==> src/rtl/irq_sched_pkg.sv <==
// Shared constants, types and helpers for the CP0 interrupt scheduler.
package irq_sched_pkg;

    localparam int unsigned CFG_ADDR_W = 2;
    localparam int unsigned DATA_W     = 32;
    localparam int unsigned PRIO_W     = 32;
    localparam int unsigned PRIO_IDX_W = 5;

    // Configuration register map
    localparam logic [CFG_ADDR_W-1:0] CFG_MASK  = 2'd0;
    localparam logic [CFG_ADDR_W-1:0] CFG_PEND  = 2'd1;
    localparam logic [CFG_ADDR_W-1:0] CFG_CAUSE = 2'd2;
    localparam logic [CFG_ADDR_W-1:0] CFG_MODE  = 2'd3;

    // Scheduler FSM encoding
    typedef enum logic [1:0] {
        IDLE    = 2'd0,
        ASSERT  = 2'd1,
        SERVICE = 2'd2,
        GAP     = 2'd3
    } state_t;

    // Configuration write request as issued by the EXE stage
    typedef struct packed {
        logic                  we;
        logic [CFG_ADDR_W-1:0] addr;
        logic [DATA_W-1:0]     wdata;
    } cfg_req_t;

    // Index of the lowest set bit; 0 when the vector is empty
    function automatic logic [PRIO_IDX_W-1:0] lowest_set_idx(input logic [PRIO_W-1:0] vec);
        logic [PRIO_IDX_W-1:0] idx;
        idx = '0;
        for (int i = PRIO_W - 1; i >= 0; i--) begin
            if (vec[i]) begin
                idx = PRIO_IDX_W'(i);
            end
        end
        return idx;
    endfunction

endpackage

==> src/rtl/irq_pending_cell.sv <==
// One interrupt source: edge/level capture into a sticky pending bit.
module irq_pending_cell (
    input  logic clk,
    input  logic rst,
    input  logic src,
    input  logic edge_mode,
    input  logic w1c,
    input  logic grant_clr,
    output logic pend
);

    logic prev;
    logic set_hit;

    // A new request: rising edge in edge mode, any high sample in level mode
    always_comb begin
        set_hit = edge_mode ? (src & ~prev) : src;
    end

    // Sample history and pending bit; a same-cycle set beats both clears
    always_ff @(posedge clk) begin
        if (rst) begin
            prev <= 1'b0;
            pend <= 1'b0;
        end else begin
            prev <= src;
            pend <= set_hit | (pend & ~w1c & ~grant_clr);
        end
    end

endmodule

==> src/rtl/irq_sched.sv <==
// Fixed-priority interrupt scheduler driving the CP0 edge-sensitive IRQ input.
module irq_sched
    import irq_sched_pkg::*;
#(
    parameter int unsigned N_SRC = 8,
    parameter int unsigned ID_W  = 3
) (
    input  logic                  clk,
    input  logic                  rst,
    input  logic [N_SRC-1:0]      irq_src,
    input  logic                  cfg_we,
    input  logic [CFG_ADDR_W-1:0] cfg_addr,
    input  logic [DATA_W-1:0]     cfg_wdata,
    output logic [DATA_W-1:0]     cfg_rdata,
    input  logic                  ir_taken,
    input  logic                  eret,
    output logic                  ir_out,
    output logic [ID_W-1:0]       active_id,
    output logic                  busy
);

    cfg_req_t          cfg;
    state_t            state;
    logic [N_SRC-1:0]  mask;
    logic [N_SRC-1:0]  mode;
    logic [N_SRC-1:0]  pending;
    logic [N_SRC-1:0]  eligible;
    logic [ID_W-1:0]   winner;
    logic              take_irq;
    logic              pend_wr;

    assign cfg = '{we: cfg_we, addr: cfg_addr, wdata: cfg_wdata};

    // Write data above the source count has no register behind it
    if (N_SRC < DATA_W) begin : g_wdata_pad
        logic unused_wdata;
        assign unused_wdata = ^cfg.wdata[DATA_W-1:N_SRC];
    end

    // Arbitration: lowest eligible index wins, sampled only while IDLE
    always_comb begin
        eligible = pending & mask;
        winner   = ID_W'(lowest_set_idx(PRIO_W'(eligible)));
        take_irq = (state == IDLE) && (|eligible);
        pend_wr  = cfg.we && (cfg.addr == CFG_PEND);
    end

    // Per-source pending capture
    for (genvar i = 0; i < N_SRC; i++) begin : g_cell
        irq_pending_cell u_cell (
            .clk       (clk),
            .rst       (rst),
            .src       (irq_src[i]),
            .edge_mode (mode[i]),
            .w1c       (pend_wr && cfg.wdata[i]),
            .grant_clr (take_irq && (winner == ID_W'(i))),
            .pend      (pending[i])
        );
    end

    // MASK and MODE registers; PENDING is W1C inside the cells, CAUSE is read-only
    always_ff @(posedge clk) begin
        if (rst) begin
            mask <= '0;
            mode <= '0;
        end else if (cfg.we) begin
            if (cfg.addr == CFG_MASK) begin
                mask <= cfg.wdata[N_SRC-1:0];
            end
            if (cfg.addr == CFG_MODE) begin
                mode <= cfg.wdata[N_SRC-1:0];
            end
        end
    end

    // Register read mux, zero-extended to the bus width
    always_comb begin
        cfg_rdata = '0;
        case (cfg.addr)
            CFG_MASK:  cfg_rdata = DATA_W'(mask);
            CFG_PEND:  cfg_rdata = DATA_W'(pending);
            CFG_CAUSE: begin
                cfg_rdata[DATA_W-1] = busy;
                cfg_rdata[ID_W-1:0] = active_id;
            end
            CFG_MODE:  cfg_rdata = DATA_W'(mode);
            default:   cfg_rdata = '0;
        endcase
    end

    // Service FSM: one interrupt in flight, one-cycle low gap after ERET
    always_ff @(posedge clk) begin
        if (rst) begin
            state     <= IDLE;
            ir_out    <= 1'b0;
            busy      <= 1'b0;
            active_id <= '0;
        end else begin
            case (state)
                IDLE: begin
                    if (take_irq) begin
                        state     <= ASSERT;
                        ir_out    <= 1'b1;
                        busy      <= 1'b1;
                        active_id <= winner;
                    end
                end
                ASSERT: begin
                    if (ir_taken) begin
                        state  <= SERVICE;
                        ir_out <= 1'b0;
                    end
                end
                SERVICE: begin
                    if (eret) begin
                        state <= GAP;
                        busy  <= 1'b0;
                    end
                end
                GAP: begin
                    state <= IDLE;
                end
                default: begin
                    state  <= IDLE;
                    ir_out <= 1'b0;
                    busy   <= 1'b0;
                end
            endcase
        end
    end

endmodule

==> config.mk <==
export PLATFORM = sky130hd
export DESIGN_NAME = irq_sched
export DESIGN_NICKNAME = d
export VERILOG_FILES = /design/src/rtl/irq_sched_pkg.sv /design/src/rtl/irq_pending_cell.sv /design/src/rtl/irq_sched.sv
export SDC_FILE = /design/constraint.sdc
export NUM_CORES = 1
export LEC_CHECK = 0
export BUFFER_PORTS_ARGS = -buffer_cell sky130_fd_sc_hd__buf_2
export CORE_AREA = 2 2 75 77
export CTS_CLUSTER_SIZE = 28
export DETAILED_ROUTE_END_ITERATION = 10
export DIE_AREA = 0 0 77 79
export PLACE_DENSITY = 0.72
export SYNTH_ARGS = -nofsm -noshare
export SYNTH_HDL_FRONTEND = slang
export SYNTH_HIERARCHICAL = 1
export SYNTH_SLANG_ARGS = --single-unit
export TNS_END_PERCENT = 10
==> constraint.sdc <==
create_clock -name clk -period 1.4 [get_ports clk]
set_input_delay 0.07 -clock clk [delete_from_list [all_inputs] [get_ports clk]]
set_output_delay 0.07 -clock clk [all_outputs]
set_load 0.05 [all_outputs]
* Word level (Yosys, flattened, before mapping)
Index checks and enable logic that the tools add are counted.
** Cells by class
- Add/sub/neg operators :: 0
- Multiply operators :: 0
- Bitwise logic cells :: 57
- Reduce and logical (&&, ||, !) cells :: 31
- Muxes and demuxes :: 28
- Shift operators :: 0
- Eq/ne operators :: 16
- Div/mod/pow operators :: 0
- $lt $le $gt $ge :: 0
** Operators by type and width (number)
- $and 1x1->1 :: 24
- $mux 3 :: 8
- $not 1->1 :: 24
- $logic_and 1x1->1 :: 18
- $pmux 5 s3 :: 1
- $eq 3x3->1 const B :: 4
- $pmux 3 s4 :: 1
- $mux 1 :: 11
- $reduce_and 3->1 :: 3
- $and 8x8->8 :: 1
- $eq 2x2->1 const B :: 4
- $or 1x1->1 :: 8
- $pmux 2 s4 :: 1
- $reduce_or 8->1 :: 1
- $eq 3x2->1 const B :: 2
- $mux 2 :: 3
- $ne 2x2->1 const B :: 3
- $pmux 1 s2 :: 3
- $reduce_and 2->1 :: 3
- $eq 2x1->1 const B :: 2
- $logic_not 2->1 :: 2
- $reduce_bool 2->1 :: 2
- $eq 3x1->1 const B :: 1
- $logic_not 3->1 :: 1
- $reduce_or 3->1 :: 1
** Storage, ports and cells
- Memories kept :: 0
- Bits in read-only memories :: 0
- Bits in writable memories :: 0
- Flip-flop bits (word level) :: 39
- Logic and storage cells :: 154
- Latch bits :: 0

* Longest topological paths before layout
Gate-level depths: netlist (run 1).
- Depth after elaboration :: 14
- Mapped depth :: 7

* Hierarchy
The synthesis (run 1) kept the hierarchy.
** Modules (own cells, without submodules)
- irq_sched :: seq. area each 460.4 µm², area each 1642.8 µm², instances 1, cells an instance 195
- irq_pending_cell :: seq. area each 40.0 µm², area each 72.6 µm², instances 8, cells an instance 6

* Least setup slack after synthesis (run 1)
No wires, ideal clock.
- Path kind :: register to output
- Start point :: register mask[5]
- End point :: output port cfg_rdata[5]
- Required time :: 1.330 ns
- Setup slack :: -0.249 ns
- Arrival :: 1.579 ns
- Path buffers :: 0
- Cell stages (with the launch flop) :: 3
- Cells stage by stage :: dfxtp_1 > mux2i_1 > o21ai_0
** Between the ends
- Word-level cells in the longest chain between the ends :: 1
** Ends and longest elaborated chain
- start: declaration :: RTL line irq_sched.sv:24 : logic [N_SRC-1:0] mask;
- start signal: assignment :: RTL line irq_sched.sv:68 : mask <= cfg.wdata[N_SRC-1:0];
- $pmux 5 s3 :: RTL line irq_sched.sv:79 : case (cfg.addr)
- end: declaration :: RTL line irq_sched.sv:14 : output logic [DATA_W-1:0] cfg_rdata,
Every way passes these cells.

* Worst setup path after layout (run 1)
- Start point :: register mask[2]
- End point :: output port cfg_rdata[2]
** Between the ends
- Word-level cells in the longest chain between the ends :: 1
** Ends and longest elaborated chain (RTL line)
- $pmux 3 s4 :: irq_sched.sv:79
Every way passes these cells.

==> results of run 1 <==
critical path: stages, from the launching register on:
cell,delay [ns]
dfxtp_2,0.34
buf_6,0.11
buf_6,0.10
mux4_2,0.48
buf_8,0.17
cell type report:
class	count	area (um2)
Clock inverter	2	12.5
Fill cell	502	2460
Multi-Input combinational cell	189	1340
Inverter	6	22.5
Timing Repair Buffer	73	543
Sequential cell	39	798
Clock buffer	6	72.6
Tap cell	72	90.1
kinds of logic (layout without fill, tap and decap cells):
group           after synthesis  in the layout  synth area share, %
other cells                   1             23                0.169
flops                        39             39                 35.1
simple gates                103            103                 27.7
compound gates               44             44                 15.9
mux                          16             16                 9.06
fa+ha+maj                     3              3                 1.69
buf+inv                      37             87                 10.4
repair_timing:
item / in CTS / in global routing
hold buffers: 1 / 0
pin swaps: 5 / 5
resized for setup: 28 / 18
endpoints found under the setup margin: 20 / 21
hold endpoints to repair: 1 / 0
buffers inserted: 2 / 0
per-stage QoR:
step	cell area, um2	hold slack (ns)	power, mW	setup slack (ns)
3_3_place_gp	2650	0.302	2.48	-0.131
5_1_grt	2880	0.0245	3.53	-0.216
4_1_cts	2840	0.0265	3.33	-0.169
2_1_floorplan	2310	0.153	2.13	-0.248
3_5_place_dp	2650	0.316	2.50	-0.171
6_report	2880	0.0337	3.34	-0.173
power groups by stage:
stage          clock, mW  sequential, mW  combinational, mW
5_1_grt            0.837            1.31               1.38
6_report           0.769            1.29               1.28
4_1_cts            0.788            1.28               1.26
3_3_place_gp           0            1.30               1.18
3_5_place_dp           0            1.31               1.19
2_1_floorplan          0            1.39              0.741
routing by layer:
layer	routed length (um)	global-route usage, %
met1	2420	23.4
met2	2620	31.1
met5	0	0
met3	260	4.55
met4	80	6.43
flip-flops by register name (all words and copies together) (netlist names):
name / cells
g_cell.u_cell/pend: 8
g_cell.u_cell/prev: 8
mask: 8
mode: 8
active_id: 3
state: 2
busy: 1
ir_out: 1
layout by cell type, fill, tap and decap left out, types with 3 or more instances in the layout:
cell	instances
a21o_1	8
a21oi_1	11
a22oi_4	3
and2_1	10
buf_2	28
buf_4	34
buf_6	6
clkbuf_8	5
conb_1	23
dfxtp_1	25
dfxtp_2	14
inv_1	6
mux2i_1	13
mux4_2	3
nand2_1	38
nand3_1	8
nor2_1	10
nor2b_1	10
nor4b_2	9
o21ai_0	4
o21ai_1	3
how the worst max path moves through the flow:
stage | start | end | slack (ns)
6_report | mask[2] | cfg_rdata[2] | -0.17
3_3_place_gp | g_cell[0].u_cell/pend | g_cell[5].u_cell/pend | -0.13
4_1_cts | mask[2] | cfg_rdata[2] | -0.17
5_1_grt | mask[0] | cfg_rdata[0] | -0.22
3_5_place_dp | g_cell[0].u_cell/pend | g_cell[5].u_cell/pend | -0.17
2_1_floorplan | mask[3] | cfg_rdata[3] | -0.25
==> flow_summary.ini, run 1 <==
[final_layout]
finish.utilization_pct = 53.9
n_antenna_cell = 0
drive_gt1_share_pct = 39.0
area_growth_pct = 29.4
final_nets = 364
final_cell_count_no_fill = 387

[global_route]
grt_overflow = 0
grt_max_degree = 20
first_global_vias = 1838
antenna_found_initial = 0
grt_use_total_pct = 18.5
grt_pass1_wl_um = 8850

[hold_path]
min_path_type = in2reg
min_from = cfg_wdata[6]
hold_path_depth = 3
min_to = mode[6]

[synth]
yosysMostFrequentCell = dfxtp_1
ys_async_sr_fraction_pct = 0
syn_inst = 243
synth_cell_type_count = 45
synth_top_area_share_pct = 35.1
avgSynthCellArea_um2 = 9.15
ys.flop_type = dfxtp_1
yosysSeqAreaShare_pct = 35.1
synth-seq-cells = 39
yosys.area.top_type = dfxtp_1
synth.top_cells.by_count = 39 x dfxtp_1, 38 x nand2_1, 23 x buf_4
yosys-top-cells-area = dfxtp_1 35%, buf_4 7.8%, nand2_1 6.4%, mux2i_1 5.9%, nor4b_2 5.4%
ys_warn_count = 6
synth_edf_count = 0
netlist_area_um2 = 2220

[floorplan]
fp.dieH_um = 79
core_um2 = 5340
initial_core_util_pct = 41.7
die-area_um2 = 6080
die_width_um = 77
placementRows = 27
pin_count = 84

[route]
avgViaCountPerCell = 4.95
ant_nets = 0
dr_total_vias = 1917
first_pass_iters = 4
wirelength_um = 5380
drc_errors = 0
drtIter0Drc = 92
routedWlPerCell_um = 13.9

[critical_path]
r2r_end = ir_out
criticalPathCategory = reg2out
ff2ff_setup_slack_ns = -0.14
worstPathArrival_ns = 1.50
crit_path_end_kind = primary output
r2r_cells = 7
cp_max_fo = 2
worstPathRequired_ns = 1.33
crit_path_start_kind = flop
r2r_start = mask[2]

[clock_network]
cts_tree = built
root_buffer = clkbuf_8
numCtsBuffers = 5
clockBufferDepth = 2
clock_latency_ns = 0.30
h-tree-depth = 2
clock_sinks = 39
clk_pin_slew_ns = 0.08

[power_and_ir_drop]
p_comb_share_pct = 38.3
leakage_nw = 1.32
p_int_mw = 2.11
switchingPower_mw = 1.23
powerDensity_nw_per_um2 = 1160
p_seq_share_pct = 38.7
swShare_pct = 36.9
p_clk_share_pct = 23.0
max-vdd-ir-drop_mv = 0.587

[placement]
dp.cells = 376
io_buffer_count = 36
place.gp.congestion = 0.828
dpl.hpwl_um = 3940

[timing]
drv_slew = 0
max_freq_mhz = 636
finalCritPeriodShare_pct = 112
period_minus_slack_ns = 1.57
fin_skew_ns = 0.00874
finalHoldViolCount = 0
rsz0062_at_grt = true
setup_viol_count_final = 13
postLayoutSetupSlackWorst_ns = -0.173
tns_ns = -1.28

[status]
status = complete, but fails checks
violations = negative setup slack

[flow_run]
drv_cap = 0
(Power assumes the default switching activity.)
==> run 2: changes to the inputs <==
--- a/config.mk
+++ b/config.mk
@@ -6,11 +6,11 @@
 export NUM_CORES = 1
 export LEC_CHECK = 0
 export BUFFER_PORTS_ARGS = -buffer_cell sky130_fd_sc_hd__buf_2
-export CORE_AREA = 2 2 75 77
+export CORE_AREA = 2 2 71 73
 export CTS_CLUSTER_SIZE = 28
 export DETAILED_ROUTE_END_ITERATION = 10
-export DIE_AREA = 0 0 77 79
-export PLACE_DENSITY = 0.72
+export DIE_AREA = 0 0 73 75
+export PLACE_DENSITY = 0.77
 export SYNTH_ARGS = -nofsm -noshare
 export SYNTH_HDL_FRONTEND = slang
 export SYNTH_HIERARCHICAL = 1
==> constraint.sdc (replaced) <==
create_clock -name clk -period 1.6 [get_ports clk]
set_input_delay 0.08 -clock clk [delete_from_list [all_inputs] [get_ports clk]]
set_output_delay 0.08 -clock clk [all_outputs]
set_load 0.05 [all_outputs]
==> run 2 against run 1 <==
Effect of this change:
- combinational power shrank 27%
- register-to-register slack gained 0.22 ns
- first-iteration DRC count shrank 35%
- largest power group unchanged
- count of clock-buffer cells in the layout shrank 1
- clock skew shrank 0.0052 ns
- the run now ends clean
- utilization grew 1.9 points
- sequential power shrank 12%
==> flow_summary.ini, run 2 (same netlist as run 1, synthesis figures left out) <==
[route]
drtIter0Drc = 60
first_pass_iters = 4
routedWlPerCell_um = 14.0
dr_total_vias = 1832
drc_errors = 0
avgViaCountPerCell = 5.25
ant_nets = 0
wirelength_um = 4890

[floorplan]
initial_core_util_pct = 47.7
die_width_um = 73
fp.dieH_um = 75
die-area_um2 = 5480
pin_count = 84
core_um2 = 4660
placementRows = 25

[placement]
dpl.hpwl_um = 3640
io_buffer_count = 36
place.gp.congestion = 0.823

[final_layout]
n_fill_cell = 464
final_common_cell = nand2_1
seq_area_um2 = 788
drive_gt1_share_pct = 30.5
final_cell_mix = 38 x nand2_1, 35 x dfxtp_1, 35 x buf_2
area_growth_pct = 17.0
n_antenna_cell = 0
multi_input_area_um2 = 1310
final_nets = 344

[critical_path]
crit_path_end_kind = primary output
cp_max_fo = 4
criticalPathCategory = reg2out
worstPathArrival_ns = 1.46
crit_buf_inv = 2
worstPathRequired_ns = 1.52
worstPathCellList = buf_4 > mux4_2 > buf_6
max_stage_delay_ns = 0.48
crit_path_start_kind = flop
r2r_cells = 7
slowest_stage = mux4_2
cpLargestDelayFamily = multiplexers
critical_path_depth = 3

[power_and_ir_drop]
powerDensity_nw_per_um2 = 1040
max-vdd-ir-drop_mv = 0.426
leakage_nw = 1.21

[status]
status = complete, no violations

[timing]
tns_ns = 0
max_freq_mhz = 650
finalCritPeriodShare_pct = 96.1
drv_slew = 0
finalHoldViolCount = 0
fin_skew_ns = 0.00351
setup_viol_count_final = 0
holdWs_ns = 0.0103
period_minus_slack_ns = 1.54

[global_route]
grt_use_total_pct = 18.4
grt_pass1_wl_um = 7660
grt_max_degree = 25
first_global_vias = 1681
antenna_found_initial = 0
grt_overflow = 0

[hold_path]
min_path_type = in2reg
hold_path_depth = 2

[clock_network]
clk_pin_slew_ns = 0.08
clock_sinks = 39
h-tree-depth = 2
clock_latency_ns = 0.29
cts_tree = built
clockBufferDepth = 2
numCtsBuffers = 5
root_buffer = clkbuf_8

[flow_run]
drv_cap = 0
==> run 2: cell types whose count changed in the layout (fill, tap and decap cells not counted), sizes merged <==
cell,previous run,this run
clkinvlp,1,0
buf,72,53
dlygate4sd3,1,0
clkbuf,6,5
clkinv,1,3
==> run 2: where the power goes <==
part	switching, mW	internal, mW	leakage (nW)
clock network	0.351	0.298	0.0477
registers	0.0756	1.06	0.323
logic	0.591	0.341	0.839
==> run 2: layer usage <==
metal,GRT usage (%),vias to the layer above,part of all wire [%]
met2,31.0,48,49
met4,6.79,0,1.4
met5,0,-,0
li1,-,914,-
met1,23.5,863,44
met3,3.61,7,5.4
==> run 2: final timing paths <==
check | end | startpoint | slack (ns)
worst min-delay path | busy | eret | 0.01
worst max-delay path | cfg_rdata[2] | g_cell[2].u_cell/pend | 0.06
worst max register to register | g_cell[7].u_cell/pend | mask[0] | 0.08
worst min register to register | ir_out | ir_out | 0.46
==> run 2: what timing repair did <==
| action | CTS | global route |
|---|---|---|
| hold buffers | 0 | 0 |
| gates resized for setup | 3 | 10 |
| setup buffers | 0 | 1 |
| endpoints found under the setup margin | 2 | 7 |
| pin swaps | 0 | 6 |
==> run 2: through the flow <==
stage / total power [mW] / std cells / setup WS (ns) / area, um2 / utilization [%]
after CTS: 2.72 / 349 / 0.0138 / 2580 / 55.3
final: 2.72 / 349 / 0.0626 / 2600 / 55.8
after detailed placement: 2.07 / 341 / -0.00436 / 2490 / 53.3
after global routing: 2.85 / 349 / -0.00438 / 2600 / 55.8
after floorplan: 1.86 / 265 / -0.0578 / 2310 / -
after global placement: 2.05 / 341 / 0.0404 / 2490 / 53.3
==> run 2: worst reg2reg max path, cell delays in order, from the launching register on <==
cell and delay [ns]:
dfxtp_2 0.34, buf_4 0.14, a22oi_4 0.18, nand2_4 0.10
nand4b_1 0.19, and3b_2 0.27, nor4b_2 0.05, a21o_1 0.15
==> run 2: cell type report <==
cell class	count	share of cell area, %
Multi-Input combinational cell	189	50.5
Sequential cell	39	30.3
Timing Repair Buffer	53	12.6
Clock buffer	5	2.65
Tap cell	54	2.60
Inverter	6	0.866
Clock inverter	3	0.577
